`src/rtl/interleaver_pkg.sv`:
```
// Shared constants and sync FSM state type for the interleaver input commutator.
package interleaver_pkg;

  localparam int NUM_BRANCH = 12;
  localparam int PKT_LEN    = 204;
  localparam logic [7:0] SYNC_BYTE = 8'h47;

  typedef enum logic [1:0] {
    SEARCH = 2'd0,
    VERIFY = 2'd1,
    LOCKED = 2'd2
  } sync_state_t;

  function automatic int max_int(input int a, input int b);
    return (a > b) ? a : b;
  endfunction

endpackage

```
`src/rtl/interleaver_commutator_sync_detector.sv`:
```
// Packet sync acquisition FSM: counts correctly spaced sync hits to lock and
// consecutive missing syncs to drop lock; tells the top which bytes to forward.
module sync_detector
  import interleaver_pkg::*;
#(
  parameter int LOCK_CNT = 3,
  parameter int LOSS_CNT = 3
) (
  input  logic        clk,
  input  logic        rst,
  input  logic        i_accept,
  input  logic        i_match,
  input  logic        i_pos0,
  output sync_state_t o_state,
  output logic        o_locked,
  output logic        o_fwd_en
);

  localparam int CNT_W = $clog2(max_int(LOCK_CNT, LOSS_CNT) + 1);
  localparam logic [CNT_W-1:0] LOCK_C = CNT_W'(LOCK_CNT);
  localparam logic [CNT_W-1:0] LOSS_C = CNT_W'(LOSS_CNT);

  sync_state_t      r_state, w_state_nxt;
  logic [CNT_W-1:0] r_hit_cnt, w_hit_nxt;
  logic [CNT_W-1:0] r_miss_cnt, w_miss_nxt;
  logic [CNT_W-1:0] w_hit_inc, w_miss_inc;

  assign w_hit_inc  = r_hit_cnt + 1'b1;
  assign w_miss_inc = r_miss_cnt + 1'b1;

  always_ff @(posedge clk or posedge rst) begin
    if (rst) begin
      r_state    <= SEARCH;
      r_hit_cnt  <= '0;
      r_miss_cnt <= '0;
    end else begin
      r_state    <= w_state_nxt;
      r_hit_cnt  <= w_hit_nxt;
      r_miss_cnt <= w_miss_nxt;
    end
  end

  always_comb begin
    w_state_nxt = r_state;
    w_hit_nxt   = r_hit_cnt;
    w_miss_nxt  = r_miss_cnt;
    o_fwd_en    = 1'b0;
    if (i_accept) begin
      case (r_state)
        SEARCH: begin
          if (i_match) begin
            w_state_nxt = VERIFY;
            w_hit_nxt   = CNT_W'(1);
            w_miss_nxt  = '0;
          end
        end
        VERIFY: begin
          if (i_pos0) begin
            if (i_match) begin
              w_hit_nxt = w_hit_inc;
              // The locking sync byte itself is the first forwarded byte.
              if (w_hit_inc == LOCK_C) begin
                w_state_nxt = LOCKED;
                w_miss_nxt  = '0;
                o_fwd_en    = 1'b1;
              end
            end else begin
              w_state_nxt = SEARCH;
              w_hit_nxt   = '0;
            end
          end
        end
        LOCKED: begin
          o_fwd_en = 1'b1;
          if (i_pos0) begin
            if (i_match) begin
              w_miss_nxt = '0;
            end else if (w_miss_inc == LOSS_C) begin
              o_fwd_en    = 1'b0;
              w_state_nxt = SEARCH;
              w_hit_nxt   = '0;
              w_miss_nxt  = '0;
            end else begin
              w_miss_nxt = w_miss_inc;
            end
          end
        end
        default: w_state_nxt = SEARCH;
      endcase
    end
  end

  assign o_state  = r_state;
  assign o_locked = (r_state == LOCKED);

endmodule

```
`src/rtl/interleaver_commutator.sv`:
```
// Convolutional interleaver input commutator: sync-gated byte stream to a 1..N branch demux.
// Build option: define INTERLEAVER_SYNC_INV_EN to also accept the inverted sync byte.
module interleaver_commutator #(
  parameter int                DATA_W     = 8,
  parameter int                NUM_BRANCH = interleaver_pkg::NUM_BRANCH,
  parameter int                PKT_LEN    = interleaver_pkg::PKT_LEN,
  parameter logic [DATA_W-1:0] SYNC_BYTE  = DATA_W'(interleaver_pkg::SYNC_BYTE),
  parameter int                LOCK_CNT   = 3,
  parameter int                LOSS_CNT   = 3
) (
  input  logic              clk,
  input  logic              rst,
  input  logic [DATA_W-1:0] in_data,
  input  logic              in_valid,
  output logic              in_ready,
  output logic [DATA_W-1:0] data_out,
  output logic [3:0]        sel,
  output logic              out_valid,
  input  logic              out_ready,
  output logic              locked,
  output logic              pkt_start
);

  import interleaver_pkg::*;

  localparam int              BC_W    = $clog2(PKT_LEN);
  localparam logic [BC_W-1:0] BC_LAST = BC_W'(PKT_LEN - 1);
  localparam logic [3:0]      NB      = 4'(NUM_BRANCH);

  logic [BC_W-1:0]   r_byte_cnt;
  logic [3:0]        r_branch;
  logic [DATA_W-1:0] r_data;
  logic [3:0]        r_sel;
  logic              r_out_valid;
  logic              r_pkt_start;

  logic              w_in_ready;
  logic              w_accept;
  logic              w_match;
  logic              w_pos0;
  logic              w_fwd;
  logic              w_locked;
  logic [3:0]        w_branch_nxt;
  sync_state_t       w_state;

  assign w_in_ready = !r_out_valid || out_ready;
  assign w_accept   = in_valid && w_in_ready;
  assign w_pos0     = (r_byte_cnt == '0);

  always_comb begin
    w_match = (in_data == SYNC_BYTE);
`ifdef INTERLEAVER_SYNC_INV_EN
    w_match = w_match || (in_data == ~SYNC_BYTE);
`endif
  end

  sync_detector #(
    .LOCK_CNT (LOCK_CNT),
    .LOSS_CNT (LOSS_CNT)
  ) u_sync_detector (
    .clk      (clk),
    .rst      (rst),
    .i_accept (w_accept),
    .i_match  (w_match),
    .i_pos0   (w_pos0),
    .o_state  (w_state),
    .o_locked (w_locked),
    .o_fwd_en (w_fwd)
  );

  // Branch of the last forwarded byte is kept apart from sel, which idles at 0.
  assign w_branch_nxt = (w_pos0 || r_branch == NB) ? 4'd1 : r_branch + 4'd1;

  always_ff @(posedge clk or posedge rst) begin
    if (rst) begin
      r_byte_cnt <= '0;
      r_branch   <= '0;
    end else if (w_accept) begin
      if (w_state == SEARCH)
        r_byte_cnt <= w_match ? BC_W'(1) : '0;
      else
        r_byte_cnt <= (r_byte_cnt == BC_LAST) ? '0 : r_byte_cnt + 1'b1;
      if (w_fwd)
        r_branch <= w_branch_nxt;
    end
  end

  always_ff @(posedge clk or posedge rst) begin
    if (rst) begin
      r_out_valid <= 1'b0;
      r_data      <= '0;
      r_sel       <= '0;
      r_pkt_start <= 1'b0;
    end else if (w_fwd) begin
      r_out_valid <= 1'b1;
      r_data      <= in_data;
      r_sel       <= w_branch_nxt;
      r_pkt_start <= w_pos0;
    end else if (w_in_ready) begin
      r_out_valid <= 1'b0;
      r_sel       <= '0;
      r_pkt_start <= 1'b0;
    end
  end

  assign in_ready  = w_in_ready;
  assign data_out  = r_data;
  assign sel       = r_sel;
  assign out_valid = r_out_valid;
  assign pkt_start = r_pkt_start;
  assign locked    = w_locked;

endmodule

```
`config.mk`:
```
export PLATFORM = sky130hd
export DESIGN_NAME = interleaver_commutator
export DESIGN_NICKNAME = d
export VERILOG_FILES = /design/src/rtl/interleaver_pkg.sv /design/src/rtl/interleaver_commutator_sync_detector.sv /design/src/rtl/interleaver_commutator.sv
export SDC_FILE = /design/constraint.sdc
export NUM_CORES = 1
export LEC_CHECK = 0
export CAP_MARGIN = 20
export CORE_MARGIN = 10
export CORE_UTILIZATION = 55
export CTS_BUF_LIST = sky130_fd_sc_hd__clkbuf_4
export DETAILED_ROUTE_END_ITERATION = 12
export DONT_BUFFER_PORTS = 1
export MAX_ROUTING_LAYER = met4
export PLACE_DENSITY = 0.8
export SLEW_MARGIN = 0
export SYNTH_ARGS = -nofsm -noshare
export SYNTH_HDL_FRONTEND = slang
export SYNTH_HIERARCHICAL = 1
export SYNTH_SLANG_ARGS = --single-unit
```
`constraint.sdc`:
```
create_clock -name clk -period 2.7 [get_ports clk]
set_input_delay 0.27 -clock clk [delete_from_list [all_inputs] [get_ports clk]]
set_output_delay 0.27 -clock clk [all_outputs]
set_load 0.03 [all_outputs]
```
* After elaboration in Yosys (flattened, before gate mapping)
Cells that the tools add are included.
** Cells by class
- Reduce and logical (&&, ||, !) cells :: 12
- Equal/unequal tests :: 15
- Add/sub/neg operators :: 4
- Mux-type cells :: 36
** Operators by type and width (count)
- 2-bit 2-to-1 mux :: 16
- 7-bit AND reduction :: 3
- 2-bit case mux with 3 select lines :: 3
- 8-bit 2-to-1 mux :: 2
- 4-bit 2-to-1 mux :: 3
- 1-bit 2-to-1 mux :: 11
- 8-bit by 1-bit adder with 8-bit output (second input constant) :: 1
- 8-bit by 7-bit equality test with 1-bit output (second input constant) :: 1
- 8-bit equality test (second input constant) :: 1
- 8-bit zero test :: 1
- 2-bit != test (second input constant) :: 4
- 2-bit equality test (second input constant) :: 3
- 2-bit by 1-bit != test with 1-bit output (second input constant) :: 3
- 2-bit by 1-bit adder with 2-bit output (second input constant) :: 2
- 4-bit by 1-bit adder with 4-bit output (second input constant) :: 1
- 4-bit equality test (second input constant) :: 1
- 3-bit by 2-bit != test with 1-bit output (second input constant) :: 1
- 3-bit nonzero test :: 1
- 2-bit by 1-bit equality test with 1-bit output (second input constant) :: 1
- 2-bit zero test :: 1
- 1-bit logical OR :: 2
- 1-bit case mux with 2 select lines :: 1
- 2-bit AND reduction :: 1
- 2-bit nonzero test :: 1
- 2 further kinds :: 2
** Storage, ports and cells
- Word-level logic and storage cells :: 76
- Bits of input ports :: 12
- Flip-flop bits (word level) :: 32
- Output and inout bits :: 16

* Logic depth before layout (Yosys ltp)
Gate-level depths: netlist of run 1.
- Depth after elaboration :: 8
- Depth in mapped cells :: 12
- Mapped depth without buffers :: 10

* By module
The synthesis of run 1 kept the hierarchy.
** By module, submodules not included
- interleaver_commutator :: area an instance 1336.3 um^2, instances 1, cells each 125, seq. area each 650.6 um^2
- sync_detector :: area an instance 450.4 um^2, instances 1, cells each 47, seq. area each 150.1 um^2

* Least setup slack after synthesis of run 1
OpenSTA, ideal clock, no wires.
- Kind :: register -> register
- From :: register r_byte_cnt[0]
- To :: register r_data[0] (netlist: data_out[0])
- Setup time :: 125 ps
- Arrival :: 2106 ps
- Data required time :: 2575 ps
- Clock period less this slack :: 2231 ps
- Setup slack :: 469 ps
- Path buffers :: 3
- Cell stages (with the launch flop) :: 12
- Cell sequence :: dfrtp_1 inv_1 ha_1 nor4b_2 and2_1 buf_6 nand4bb_1 nand2_1 a21oi_1 buf_6 buf_2 mux2_2
** Between the ends
- Word-level cells in the longest chain between the ends :: 4
- Elaborated cells between the ends (all ways) :: 5
- Classes of those cells :: mux (4); reduce/logical (1)
** Ends and longest elaborated chain
- start: declaration :: RTL line interleaver_commutator.sv:30 : logic [BC_W-1:0] r_byte_cnt;
- start signal: assignment :: RTL line interleaver_commutator.sv:80 : r_byte_cnt <= w_match ? BC_W'(1) : '0;
- start signal: assignment :: RTL line interleaver_commutator.sv:82 : r_byte_cnt <= (r_byte_cnt == BC_LAST) ? '0 : r_byte_cnt + 1'b1;
- 8-bit zero test (*) :: RTL line interleaver_commutator.sv:48 : assign w_pos0 = (r_byte_cnt == '0);
- named net w_pos0 :: RTL line interleaver_commutator.sv:40 : logic w_pos0;
- 1-bit 2-to-1 mux, on equally long branches :: RTL line interleaver_commutator_sync_detector.sv:75, interleaver_commutator_sync_detector.sv:58
- 1-bit case mux with 2 select lines (*) :: RTL line interleaver_commutator_sync_detector.sv:49 : case (r_state)
- 1-bit 2-to-1 mux (*) :: RTL line interleaver_commutator_sync_detector.sv:48 : if (i_accept) begin
- named net w_fwd :: RTL line interleaver_commutator.sv:41 : logic w_fwd;
- end signal: assignment :: RTL line interleaver_commutator.sv:96 : r_data <= in_data;
- end: declaration :: RTL line interleaver_commutator.sv:32 : logic [DATA_W-1:0] r_data;
Mark *: on every way through the listed nets, which the timed path passes. The rest lies on a longest branch.
A chain may end at the register's enable or synchronous reset.

* Worst setup path after layout of run 1
- From :: register r_byte_cnt[0]
- To :: register r_data[0] (netlist: data_out[0])
** Between the ends
- Word-level cells in the longest chain between the ends :: 4
- Elaborated cells between the ends (all ways) :: 5
- Classes of those cells :: mux (4); reduce/logical (1)
** Ends and longest elaborated chain (RTL line)
- 8-bit zero test (*) :: interleaver_commutator.sv:48
- 1-bit 2-to-1 mux, on equally long branches :: interleaver_commutator_sync_detector.sv:75, interleaver_commutator_sync_detector.sv:58
- 1-bit case mux with 2 select lines (*) :: interleaver_commutator_sync_detector.sv:49
- 1-bit 2-to-1 mux (*) :: interleaver_commutator_sync_detector.sv:48
- named net w_fwd :: interleaver_commutator.sv:41
Marks and branches as above.

==> flow_metrics.env, run 1 <==
export IMPL_run_status="finished clean"
export IMPL_start_util_pct=58.0
export IMPL_layout_cells_most_common_list="sky130_fd_sc_hd__dfrtp_1 (32), sky130_fd_sc_hd__nand2_1 (16), sky130_fd_sc_hd__inv_1 (13)"
export IMPL_htreeDepth=2
export IMPL_n_antenna_cell=0
export IMPL_synth_top_cells_by_area="sky130_fd_sc_hd__dfrtp_1 (45%), sky130_fd_sc_hd__ha_1 (7.0%), sky130_fd_sc_hd__mux2_2 (5.0%), sky130_fd_sc_hd__a22o_1 (3.4%), sky130_fd_sc_hd__nand2_1 (3.4%)"
export IMPL_timing_hold_worst_class="in -> reg"
export IMPL_chipHeight_microns=77.0
export IMPL_worst_hold_startpoint="in_data[6]"
export IMPL_yosys_most_used_dff="sky130_fd_sc_hd__dfrtp_1"
export IMPL_critical_path_reg2reg_startpoint="r_byte_cnt[0]"
export IMPL_fp_dieW_microns=77.0
export IMPL_num_nets_final=203
export IMPL_vdd_ir_drop_max_mv=0.340
export IMPL_skew_ns=0.00659
export IMPL_drt_pass1_iter_count=4
export IMPL_port_buffer_count=0
export IMPL_synthesis_area_per_instance_sq_um=10.4
export IMPL_slew_headroom_pct=65.7
export IMPL_tritoncts_num_buffers=5
export IMPL_clk_pin_slew_ns=0.09
export IMPL_setup_crit_start_kind="register"
export IMPL_total_power_per_unit_cell_area_nw_per_um2=610
export IMPL_drt_total_wl_mm=3.78
export IMPL_tightestPinTransition_ns=0.514
export IMPL_synth_nets=194
export IMPL_die_area_sq_um=5930
export IMPL_ratio_of_final_minimum_period_to_clock_period_pct=89.5
export IMPL_grt_ovfl_total=0
export IMPL_path_max_fanout=15
export IMPL_min_period_ns=2.42
export IMPL_place_detailed_hpwl_mm=2.83
export IMPL_clock_tree_buffer_depth=2
export IMPL_pin_count_of_the_biggest_net_entering_global_routing=27
export IMPL_drt_initial_drc_count=108
export IMPL_leakage_nw=0.910
export IMPL_final_layout_size_suffix_gt1_share_pct=17.7
export IMPL_mappedNetlistArea_sq_um=1790
export IMPL_core_area_sq_um=3080
export IMPL_final_max_slew_violation_count=0
export IMPL_number_of_synthesized_flops_with_an_enable_pin=0
export IMPL_worst_setup_path_startpoint="r_byte_cnt[0]"
export IMPL_preCtsSetupSlack_ns=0.244
export IMPL_placedCellCount=215
export IMPL_asyncSetResetFlopFracSynth_pct=100
export IMPL_ctsRootBufferMaster="sky130_fd_sc_hd__clkbuf_4"
export IMPL_cts_tree="built"
export IMPL_grt_usage_pct=13.0
export IMPL_synth_lib_cells_used_distinct=49
export IMPL_synth_top_area_share_pct=44.8
export IMPL_num_io_pins=28
export IMPL_yosys_warnings=6
export IMPL_core_rowCount=20
export IMPL_worst_ep_required_time_ns=2.92
export IMPL_clock_insertion_delay_worst_skew_ns=0.33
export IMPL_tns_ns=0
export IMPL_first_global_vias=1258
export IMPL_end_kind="register"
export IMPL_final_fill_count=267
export IMPL_dr_vias_cell=5.81
export IMPL_maxCapViolations=0
export IMPL_route_vias_total=1307
export IMPL_route_detailed_wl_per_inst_microns=16.8
export IMPL_finalHoldViolations=0
export IMPL_fmaxAchievable_mhz=414
export IMPL_finalWorstSetupSlack_ns=0.284
export IMPL_area_growth_pct=7.63
export IMPL_globalplace_congestion=0.914
export IMPL_number_of_antenna_violations_at_the_first_check_in_global_routing=0
export IMPL_worst_endpoint_arrival_ns=2.64
export IMPL_mostFrequentLayoutCell="sky130_fd_sc_hd__dfrtp_1"
export IMPL_grt_pass1_wl_mm=6.22
export IMPL_synth_seq_area_share_pct=44.8
export IMPL_synth_seq_cells=32
export IMPL_antenna_left=0
export IMPL_number_of_setup_violations_in_the_final_report=0
export IMPL_path_class="reg -> reg"
export IMPL_grt_setup_unrepaired="no"
export IMPL_remaining_drc_errors=0
export IMPL_clkSinkCount=32
export IMPL_post_layout_nonfiller_instances=225
export IMPL_syn_inst=172
export IMPL_synthDominantAreaCellType="sky130_fd_sc_hd__dfrtp_1"
final cells by class:
class	count	area, sq um	share of cell area [%]
multi-input combinational	121	900	46.8
clock buffer	5	37.5	1.95
sequential	32	801	41.6
timing repair buffer	5	62.6	3.25
clock inverter	2	7.51	0.390
inverter	16	60.1	3.12
tap	44	55.1	2.86
cells by family after synthesis:
family,Yosys count,synth area share (%)
compound gates,41,16.1
xor+xnor,1,0.490
flops,32,44.8
simple gates,57,19.0
mux,12,7.70
buf+inv,19,4.90
fa+ha+maj,10,7.00
cell usage after synthesis (all sizes together), types with 2 or more instances:
cell   number
nand3       6
o21ai      12
nand2      17
a21oi       7
a22o        7
ha         10
mux2       11
nor3        3
nor4b       3
a31oi       3
buf         3
dfrtp      32
o22ai       3
nor2        8
nor2b       6
inv        16
a21o        2
nor4        2
and3        5
metal layers:
layer  GRT usage, %  vias to the layer above  routed length, microns
li1               -                      635                       -
met1           13.8                      625                    1530
met2           21.0                       40                    1830
met3           5.94                        7                     367
met4           4.38                        0                      46
met5              -                        -                       0
state kept, by name, summed over array words and instances, names as in the netlist:
register and count:
u_sync_detector/r_miss_cnt 2, sel 4, data_out 8, r_byte_cnt 8, u_sync_detector/o_state 2, pkt_start 1
u_sync_detector/r_hit_cnt 2, r_branch 4, out_valid 1
path summary, 6_finish.rpt:
path / endpoint / slack, ns / cells after the start
worst max-delay path: data_out[0] / 0.28 / 9
worst min-delay path: data_out[6] / 0.08 / 1
worst max register to register: data_out[0] / 0.28 / 9
worst min register to register: u_sync_detector/r_hit_cnt[1] / 0.51 / 1
max in group asynchronous: data_out[2] / 1.85 / 3
min in group asynchronous: u_sync_detector/r_miss_cnt[1] / 0.29 / 2
worst max-delay path, stage by stage (launching register included):
cell and delay, ns:
sky130_fd_sc_hd__dfrtp_1 0.47, sky130_fd_sc_hd__inv_1 0.11, sky130_fd_sc_hd__ha_1 0.20, sky130_fd_sc_hd__nor4b_2 0.15, sky130_fd_sc_hd__and2_2 0.27, sky130_fd_sc_hd__nand4bb_1 0.17
sky130_fd_sc_hd__nand2_1 0.07, sky130_fd_sc_hd__a21oi_1 0.25, sky130_fd_sc_hd__buf_4 0.26, sky130_fd_sc_hd__mux2_2 0.35
metrics by stage:
| step | total power (W) | utilization (%) | hold WS, ns | area [sq um] |
|---|---|---|---|---|
| 2_1_floorplan | 0.000863 | - | 0.0610 | 1790 |
| 3_3_place_gp | 0.000898 | 59.4 | 0.0793 | 1830 |
| 3_5_place_dp | 0.000922 | 59.4 | 0.0941 | 1830 |
| 4_1_cts | 0.00117 | 61.2 | 0.0749 | 1880 |
| 5_1_grt | 0.00125 | 62.5 | 0.0623 | 1920 |
| 6_report | 0.00117 | 62.5 | 0.0819 | 1920 |
report_power, final:
part | switching [W] | internal, W
Clock | 0.000151 | 0.0000906
Combinational | 0.000218 | 0.000150
Sequential | 0.0000516 | 0.000513
timing repair:
action	CTS	global route
endpoints found under the hold margin	6	9
setup buffers	0	0
resized for setup	0	1
endpoints found under the setup margin	0	10
hold buffers	1	1
(Power assumes the default switching activity.)
==> run 2: changes to the inputs <==
Settings changed: CTS_CLUSTER_DIAMETER from default to 50, PLACE_DENSITY 0.8 to 0.66.
Clock period 2.7 ns to 2.73 ns, I/O delays scaled along.
==> run 2 against run 1 <==
Effect of this change: sequential power down 1%; clock-buffer cell count up 1; flip-flop and latch count unchanged; clock skew down 0.0018 ns; core utilization up 0.16 points; cell area up 0.26%; die area unchanged; hold slack better by 0.011 ns; combinational power down 4%; wire length down 2.9%; first-iteration DRC count down 38%; clock power up 5%; highest routed layer unchanged.
==> flow_metrics.env, run 2 (same netlist as run 1, synthesis figures left out) <==
export IMPL_cpPeakStageDelay_ns=0.47
export IMPL_path_max_fanout=15
export IMPL_pin_count_of_the_biggest_net_entering_global_routing=27
export IMPL_holdPathStages=1
export IMPL_post_cts_setup_buffer_count=0
export IMPL_number_of_setup_violations_in_the_final_report=0
export IMPL_first_global_vias=1296
export IMPL_leakage_nw=0.915
export IMPL_chipHeight_microns=77.0
export IMPL_slew_headroom_pct=65.0
export IMPL_cp_slowest_cell="sky130_fd_sc_hd__dfrtp_1"
export IMPL_power_switching_w=0.000403
export IMPL_die_area_sq_um=5930
export IMPL_end_kind="register"
export IMPL_place_detailed_hpwl_mm=2.76
export IMPL_htreeDepth=2
export IMPL_grt_pass1_wl_mm=6.35
export IMPL_route_vias_total=1305
export IMPL_drt_initial_drc_count=67
export IMPL_drt_total_wl_mm=3.67
export IMPL_core_area_sq_um=3080
export IMPL_final_layout_size_suffix_gt1_share_pct=18.8
export IMPL_area_growth_pct=7.91
export IMPL_final_util_pct=62.6
export IMPL_path_class="reg -> reg"
export IMPL_total_power_per_unit_cell_area_nw_per_um2=603
export IMPL_fmaxAchievable_mhz=421
export IMPL_layout_cells_most_common_list="sky130_fd_sc_hd__dfrtp_1 (32), sky130_fd_sc_hd__nand2_1 (16), sky130_fd_sc_hd__inv_1 (13)"
export IMPL_drt_pass1_iter_count=4
export IMPL_min_period_ns=2.37
export IMPL_dr_vias_cell=5.80
export IMPL_num_nets_final=203
export IMPL_worst_ep_required_time_ns=2.95
export IMPL_p_sw_share_pct=34.7
export IMPL_globalplace_congestion=0.933
export IMPL_setup_crit_start_kind="register"
export IMPL_pnr_total_power_w=0.00116
export IMPL_final_max_slew_violation_count=0
export IMPL_final_fill_count=269
export IMPL_port_buffer_count=0
export IMPL_grt_setup_unrepaired="no"
export IMPL_antenna_left=0
export IMPL_tns_ns=0
export IMPL_detailed_place_area_sq_um=1830
export IMPL_crit_chain="inv_1 > ha_1 > nor4b_2 > and2_2 > nand4bb_1 > nand2_1 > a21oi_1 > buf_4 > mux2_2"
export IMPL_clk_pin_slew_ns=0.09
export IMPL_tritoncts_num_buffers=5
export IMPL_finish_instance_area_sq_um=1930
export IMPL_grt_usage_pct=13.4
export IMPL_n_antenna_cell=0
export IMPL_internal_power_w=0.000760
export IMPL_maxCapViolations=0
export IMPL_tightestPinTransition_ns=0.518
export IMPL_ratio_of_final_minimum_period_to_clock_period_pct=86.9
export IMPL_power_sequential_fraction_pct=48.0
export IMPL_fp_dieW_microns=77.0
export IMPL_remaining_drc_errors=0
export IMPL_mostFrequentLayoutCell="sky130_fd_sc_hd__dfrtp_1"
export IMPL_rr_worst_depth=9
export IMPL_worst_endpoint_arrival_ns=2.59
export IMPL_combPwrFrac_pct=30.3
export IMPL_ctsRootBufferMaster="sky130_fd_sc_hd__clkbuf_4"
export IMPL_clock_insertion_delay_worst_skew_ns=0.33
export IMPL_finalHoldViolations=0
export IMPL_number_of_antenna_violations_at_the_first_check_in_global_routing=0
export IMPL_vdd_ir_drop_max_mv=0.249
export IMPL_core_rowCount=20
export IMPL_clk_network_pwr_share_pct=21.8
export IMPL_run_status="finished clean"
export IMPL_route_detailed_wl_per_inst_microns=16.3
export IMPL_grt_ovfl_total=0
export IMPL_start_util_pct=58.0
export IMPL_skew_ns=0.00479
export IMPL_timing_hold_worst_class="in -> reg"
export IMPL_clkSinkCount=32
export IMPL_num_io_pins=28
export IMPL_clock_tree_buffer_depth=2
export IMPL_cts_tree="built"
==> run 2: cell types whose count changed in the layout (fill, tap and decap cells not counted) <==
cell	delta
sky130_fd_sc_hd__clkinv_2	+1
sky130_fd_sc_hd__clkinv_1	-2
sky130_fd_sc_hd__clkbuf_4	+1
==> run 2: power by group through the flow <==
| stage | sequential [W] | combinational, W | clock [W] |
|---|---|---|---|
| after detailed placement | 0.000567 | 0.000337 | 0 |
| after global routing | 0.000566 | 0.000405 | 0.000288 |
| after global placement | 0.000564 | 0.000330 | 0 |
| final | 0.000558 | 0.000352 | 0.000253 |
| after floorplan | 0.000555 | 0.000298 | 0 |
| after CTS | 0.000558 | 0.000339 | 0.000264 |
==> run 2: stage by stage <==
| step | hold slack (ns) | std cells | worst slack, ns |
|---|---|---|---|
| 2_1_floorplan | 0.0640 | 172 | 0.499 |
| 3_3_place_gp | 0.0801 | 215 | 0.413 |
| 3_5_place_dp | 0.0834 | 215 | 0.322 |
| 4_1_cts | 0.0763 | 223 | 0.292 |
| 5_1_grt | 0.0608 | 225 | 0.107 |
| 6_report | 0.0930 | 225 | 0.357 |
==> run 2: layout make-up <==
class | count | area (sq um) | share of cell area (%)
Clock inverter | 1 | 5.00 | 0.260
Tap cell | 44 | 55.1 | 2.86
Sequential cell | 32 | 801 | 41.5
Timing Repair Buffer | 5 | 62.6 | 3.24
Multi-Input combinational cell | 121 | 900 | 46.7
Clock buffer | 6 | 45.0 | 2.34
Inverter | 16 | 60.1 | 3.11
==> run 2: path summary, 6_finish.rpt <==
path | start | to | slack, ns
worst max-delay path | r_byte_cnt[0] | data_out[0] | 0.36
worst min-delay path | in_data[4] | data_out[4] | 0.09
worst max register to register | r_byte_cnt[0] | data_out[0] | 0.36
worst min register to register | u_sync_detector/r_hit_cnt[0] | u_sync_detector/r_hit_cnt[0] | 0.53
max in group asynchronous | rst | data_out[3] | 1.96
min in group asynchronous | rst | u_sync_detector/r_miss_cnt[0] | 0.30
==> run 2: what timing repair did <==
item	in CTS	in global routing
setup endpoints to repair	0	1
endpoints found under the hold margin	6	6
hold buffers	1	1
resized for setup	0	1
==> run 2: critical path, delay by kind of cell (launching register included) <==
| kind | cells | cell delay (ns) |
|---|---|---|
| simple gates | 4 | 0.64 |
| mux | 1 | 0.36 |
| compound gates | 1 | 0.23 |
| fa+ha+maj | 1 | 0.20 |
| buf+inv | 2 | 0.36 |
| flops | 1 | 0.47 |
==> run 2: per-layer routing <==
layer	track usage [%]	wire length (microns)	vias to the layer above
li1	-	-	636
met1	15.4	1640	638
met3	5.36	256	6
met2	20.6	1710	25
met4	5.11	56	0
met5	-	0	-
